### src/rtl/btn_pkg.sv
// Shared definitions for the push-button conditioner: channel state encoding,
// button bit positions and a small helper for sizing the shared counter.
package btn_pkg;

    typedef enum logic [6:0] {
        ST_IDLE        = 7'b000_0001,
        ST_PRESS_CHK   = 7'b000_0010,
        ST_SCEN        = 7'b000_0100,
        ST_HOLD        = 7'b000_1000,
        ST_MCEN        = 7'b001_0000,
        ST_REPEAT      = 7'b010_0000,
        ST_RELEASE_CHK = 7'b100_0000
    } btn_state_e;

    localparam int NUM_BTNS  = 4;
    localparam int BTN_UP    = 0;
    localparam int BTN_DOWN  = 1;
    localparam int BTN_LEFT  = 2;
    localparam int BTN_RIGHT = 3;

    function automatic int max3(input int a, input int b, input int c);
        int m;
        m = (a > b) ? a : b;
        return (m > c) ? m : c;
    endfunction

endpackage

### src/rtl/button_channel.sv
// One button: 2-flop synchronizer, debounce/auto-repeat FSM and its counter.
// All outputs are decoded from the state register only.
module button_channel
    import btn_pkg::*;
#(
    parameter int DEBOUNCE_CYCLES = 250_000,
    parameter int REPEAT_DELAY    = 50_000_000,
    parameter int REPEAT_PERIOD   = 10_000_000,
    parameter int CNT_W           = 27
) (
    input  logic clk,
    input  logic reset,
    input  logic btn_i,
    output logic dpb_o,
    output logic scen_o,
    output logic mcen_o
);

    localparam logic [CNT_W-1:0] DEB_LAST = CNT_W'(DEBOUNCE_CYCLES - 1);
    localparam logic [CNT_W-1:0] DLY_LAST = CNT_W'(REPEAT_DELAY - 1);
    localparam logic [CNT_W-1:0] PER_LAST = CNT_W'(REPEAT_PERIOD - 1);

    logic             sync1_q;
    logic             s_q;
    btn_state_e       state_q, state_d;
    logic [CNT_W-1:0] cnt_q, cnt_d;
    logic             cnt_inc;

    // NOTE: sequential state uses non-blocking assignments only, so every flop
    // samples the pre-edge value of every other flop regardless of block order.
    always_ff @(posedge clk) begin
        if (reset) begin
            sync1_q <= 1'b0;
            s_q     <= 1'b0;
            state_q <= ST_IDLE;
            cnt_q   <= '0;
        end else begin
            sync1_q <= btn_i;
            s_q     <= sync1_q;
            state_q <= state_d;
            cnt_q   <= cnt_d;
        end
    end

    // NOTE: defaults first so every path assigns state_d and cnt_inc; no latches.
    always_comb begin
        state_d = state_q;
        cnt_inc = 1'b0;
        unique case (state_q)
            ST_IDLE: begin
                if (s_q) state_d = ST_PRESS_CHK;
            end
            ST_PRESS_CHK: begin
                if (!s_q)                 state_d = ST_IDLE;
                else if (cnt_q == DEB_LAST) state_d = ST_SCEN;
                else                      cnt_inc = 1'b1;
            end
            ST_SCEN: state_d = ST_HOLD;
            ST_HOLD: begin
                if (!s_q)                 state_d = ST_RELEASE_CHK;
                else if (cnt_q == DLY_LAST) state_d = ST_MCEN;
                else                      cnt_inc = 1'b1;
            end
            ST_MCEN: state_d = ST_REPEAT;
            ST_REPEAT: begin
                if (!s_q)                 state_d = ST_RELEASE_CHK;
                else if (cnt_q == PER_LAST) state_d = ST_MCEN;
                else                      cnt_inc = 1'b1;
            end
            ST_RELEASE_CHK: begin
                if (s_q)                  state_d = ST_HOLD;
                else if (cnt_q == DEB_LAST) state_d = ST_IDLE;
                else                      cnt_inc = 1'b1;
            end
            default: state_d = ST_IDLE;
        endcase
    end

    // Counting only happens while a state is kept, so any transition clears it.
    assign cnt_d = cnt_inc ? cnt_q + 1'b1 : '0;

    assign dpb_o  = (state_q != ST_IDLE) && (state_q != ST_PRESS_CHK);
    assign scen_o = (state_q == ST_SCEN);
    assign mcen_o = (state_q == ST_SCEN) || (state_q == ST_MCEN);

endmodule

### src/rtl/button_conditioner.sv
// Four independent button channels turning raw push-buttons into debounced
// levels, single-cycle press enables and auto-repeat enables.
module button_conditioner
    import btn_pkg::*;
#(
    parameter int DEBOUNCE_CYCLES = 250_000,
    parameter int REPEAT_DELAY    = 50_000_000,
    parameter int REPEAT_PERIOD   = 10_000_000,
    parameter int CNT_W           = $clog2(max3(DEBOUNCE_CYCLES, REPEAT_DELAY, REPEAT_PERIOD)) + 1
) (
    input  logic                clk,
    input  logic                reset,
    input  logic [NUM_BTNS-1:0] btn_in,
    output logic [NUM_BTNS-1:0] DPBs,
    output logic [NUM_BTNS-1:0] SCENs,
    output logic [NUM_BTNS-1:0] MCENs
);

    for (genvar i = 0; i < NUM_BTNS; i++) begin : g_chan
        button_channel #(
            .DEBOUNCE_CYCLES (DEBOUNCE_CYCLES),
            .REPEAT_DELAY    (REPEAT_DELAY),
            .REPEAT_PERIOD   (REPEAT_PERIOD),
            .CNT_W           (CNT_W)
        ) u_chan (
            .clk    (clk),
            .reset  (reset),
            .btn_i  (btn_in[i]),
            .dpb_o  (DPBs[i]),
            .scen_o (SCENs[i]),
            .mcen_o (MCENs[i])
        );
    end

endmodule
### config.mk
export PLATFORM = sky130hd
export DESIGN_NAME = button_conditioner
export DESIGN_NICKNAME = d
export VERILOG_FILES = /design/src/rtl/btn_pkg.sv /design/src/rtl/button_channel.sv /design/src/rtl/button_conditioner.sv
export SDC_FILE = /design/constraint.sdc
export NUM_CORES = 1
export LEC_CHECK = 0
export BUFFER_PORTS_ARGS = -buffer_cell sky130_fd_sc_hd__buf_2
export CAP_MARGIN = 20
export CORE_MARGIN = 2
export CORE_UTILIZATION = 40
export CTS_CLUSTER_SIZE = 8
export DETAILED_ROUTE_END_ITERATION = 10
export HOLD_SLACK_MARGIN = 0.03
export PLACE_DENSITY = 0.58
export SLEW_MARGIN = 5
export SYNTH_ARGS = -nofsm -noshare
export SYNTH_HDL_FRONTEND = slang
export SYNTH_SLANG_ARGS = --single-unit
### constraint.sdc
create_clock -name clk -period 4.7 [get_ports clk]
set_input_delay 0 -clock clk [delete_from_list [all_inputs] [get_ports clk]]
set_output_delay 0 -clock clk [all_outputs]
set_load 0.05 [all_outputs]
==> results.md <==
- Relative slew slack: 37.3%
- R2R depth: 6
- Syn nets: 854
- Grt ovf: 0
- CTS Buffer Depth: 2
- Crit path max fanout: 27
- Core Region: 17400 sq um
- Yosys cell types: 62
- Cells after Synth: 844
- Post-synth EDFFs: 0
- Die ar.: 18900 sq um
- Setup TNS: 0 ps
- P per Cell Area: 353 nW/um^2
- Tcrit/Tclk final: 64.6%
- First-pass GRT wire length: 25200 microns
- Ys async rst share: 0%
- Final-report hold violation count: 0
- CTS tree: yes
- Crit start category: flip-flop
- Mapped Area: 7120 sq um
- HP Class: primary input to flip-flop
- Largest net degree at the start of global routing: 30
- Leak Pwr: 0.00256 uW
- Flop pwr share: 44.7%
- R2r endpoint: g_chan[1].u_chan.cnt_q[13]
- # diodes: 0
- Commonest non-fill, non-tap cells in the layout: dfxtp_1, nor2_1, xor2_1
- Final core utilization: 45.9%
- Most Crowded Layer GR: met2
- Synth top area share: 40.5%
- P_int: 2150 uW
- Clk pwr share: 49.0%
- Residual DRC: 0
- Boundary pin count: 18
- R2R Setup Slk: 1660 ps
- Post-cts resize count: 0
- Worst-skew pair later-pin latency: 420 ps
- Hold Path Stages: 3
- Vias in the first global route: 5427
- Cell taking the most area after synthesis: dfxtp_1
- Final Skew: 7.22 ps
- Worst Hold Path EP: g_chan[0].u_chan.sync1_q
- Synthesized flop and latch total: 144
- H-tree Lvls: 4
- Ys flop type: dfxtp_1
- Core Rows: 48
- RSZ-0062 raised after global routing: no
- Max-Cap Viols: 0
- Vias: 5801
- Worst EP arrival: 3310 ps
- Final #Nets: 867
- Chip height: 137 microns
- Syn avg cell area: 8.43 sq um
- Crit path kind: flip-flop to flip-flop
- CP top delay family: compound AO/OA/AOI/OAI gates
- Worst EP required: 4970 ps
- Comb power frac: 6.3%
- DPL Wire Length: 9970 microns
- Worst path slowest cell: a211o_1
- CTS root buf: clkbuf_16
- Warnings from Yosys: 0
- Clk slew on worst S/H paths: 60 ps
- Worst Path Buf+Inv: 0
- Crit. End Element: flip-flop
- Cts bufs inserted: 17
- Sw power: 666 uW
- Post-route minimum period: 3040 ps
- Slew Viols, Final: 0
- M3 GR Usage: 3.61%
- Fillers: 1706
- Most common cell after layout, fill and taps aside: dfxtp_1
- Chip width: 137 microns
- Peak Freq: 329 MHz
- Synth-to-Final Area Change: 12.1%
- Total wire length: 14700 microns
- R2R Path Start: g_chan[1].u_chan.cnt_q[24]
- Worst VDD drop: 0.269 mV
- Initial Util: 41.0%
- Gr usage total: 16.7%
- Final Wtd Congestion: 0.799
- Drt pass-1 iters: 5
- Crit-path max cell delay: 750 ps
- Share of layout cells above drive strength 1: 8.05%
- Status: finished, final reports clean
- Hold_sp: btn_in[0]
- Cells taking the most area after synthesis: dfxtp_1, xor2_1, nor2_1, xnor2_1, nand3_1
- Sw Ratio: 23.7%
- DR iter-0 viols: 422
- Via/cell ratio: 5.30
- Final ANT Viol Nets: 0
- Port-buffer cells: 17
- Wirelength per Cell: 13.4 microns
- Initial antenna violation count: 0
- # clock sinks: 144
- Met1 usage: 21.4%
- Final setup fails: 0
- Slew @ Worst Pin: 941 ps
- Stages on worst setup path: 6
- Crit-path cells: or4b_1 -> or4_4 -> o41a_1 -> o32ai_1 -> a211o_1 -> nor2_1
- Sequential fraction of the synthesis area: 40.5%
- Met2 usage: 27.1%
==> power by group through the flow <==
stage,Clock (uW),Combinational (uW),Sequential [uW]
2_1_floorplan,0,155,1280
3_3_place_gp,0,174,1280
3_5_place_dp,0,173,1280
4_1_cts,1410,178,1260
5_1_grt,1460,199,1260
6_report,1380,178,1260
==> state kept, by name, summed over array words and instances, names as in the netlist <==
signal and count:
g_chan.u_chan.state_q 28, g_chan.u_chan.cnt_q 108, g_chan.u_chan.sync1_q 4, g_chan.u_chan.s_q 4
==> synth_stat cells, drive strengths merged, types with 2 or more instances <==
| cell | instances |
|---|---|
| dfxtp | 144 |
| nor4bb | 5 |
| and2 | 12 |
| o21a | 3 |
| or2 | 6 |
| or4b | 5 |
| nor3 | 44 |
| a211oi | 3 |
| and3b | 2 |
| o21bai | 3 |
| a31oi | 2 |
| or4 | 9 |
| nand4b | 5 |
| nor2 | 137 |
| nor2b | 22 |
| nand2b | 9 |
| a21boi | 2 |
| nor3b | 11 |
| o22ai | 2 |
| or3b | 3 |
| o211ai | 4 |
| xnor2 | 45 |
| and4 | 8 |
| inv | 15 |
| or3 | 12 |
| clkbuf | 15 |
| nor4b | 10 |
| a311oi | 2 |
| buf | 20 |
| o31ai | 2 |
| o32ai | 2 |
| nand3 | 46 |
| o21ai | 15 |
| nand2 | 50 |
| ha | 4 |
| a21oi | 15 |
| and3 | 25 |
| nor4 | 22 |
| xor2 | 60 |
| nand4 | 30 |
==> metrics by stage <==
step           instances  hold slack (ps)  setup slack (ps)  total power, uW  area [sq um]
2_1_floorplan        844              128              2210             1430          7120
3_3_place_gp        1054              209              1690             1460          7280
3_5_place_dp        1054              214              1650             1460          7280
4_1_cts             1093              333              1640             2850          7960
5_1_grt             1095              370              1430             2920          7980
6_report            1095              347              1660             2810          7980
==> tightest hold or removal path, cell delays in order <==
cell and delay [ps]:
dlygate4sd3_1 520, buf_2 110, nor2b_1 110
==> layer usage <==
layer / up-vias / part of all wire (%) / wire [microns]
met3: 15 / 2.9 / 428
met5: - / 0 / 0
met4: 0 / 1.4 / 206
met1: 2698 / 50 / 7390
li1: 2991 / - / -
met2: 97 / 45 / 6650
==> cells by family (layout without fill, tap and decap cells) <==
family / after synthesis / in the layout / share of synthesized area [%]
AND/OR/NAND/NOR: 477 / 477 / 36.0
flip-flops: 144 / 144 / 40.5
XOR/XNOR: 105 / 105 / 12.9
AO/OA/AOI/OAI: 63 / 63 / 5.84
buffers and inverters: 50 / 76 / 3.92
adder cells (fa/ha/maj): 4 / 4 / 0.703
multiplexers: 1 / 1 / 0.141
==> how the worst max path moves through the flow <==
stage	end	slack [ps]	startpoint
after global routing	g_chan[1].u_chan.cnt_q[26]	1430	g_chan[1].u_chan.cnt_q[18]
after floorplan	g_chan[1].u_chan.cnt_q[10]	2210	g_chan[1].u_chan.cnt_q[24]
after global placement	g_chan[1].u_chan.cnt_q[3]	1690	g_chan[1].u_chan.cnt_q[24]
after detailed placement	g_chan[1].u_chan.cnt_q[20]	1650	g_chan[1].u_chan.cnt_q[24]
after CTS	g_chan[1].u_chan.cnt_q[20]	1640	g_chan[1].u_chan.cnt_q[24]
final	g_chan[1].u_chan.cnt_q[13]	1660	g_chan[1].u_chan.cnt_q[24]
==> timing repair <==
item,in CTS,in global routing
setup endpoints to repair,0,0
hold endpoints to repair,11,0
setup buffers,0,0
hold buffers,7,0
==> area by class of cell <==
class / count / area (sq um) / area share, %
inverters: 15 / 56.3 / 0.706
multi-input cells: 650 / 3960 / 49.6
clock inverters: 14 / 166 / 2.09
repair buffers: 29 / 194 / 2.43
well taps: 225 / 282 / 3.53
clock buffers: 18 / 439 / 5.51
flip-flops and latches: 144 / 2880 / 36.1
(Power assumes the default switching activity.)
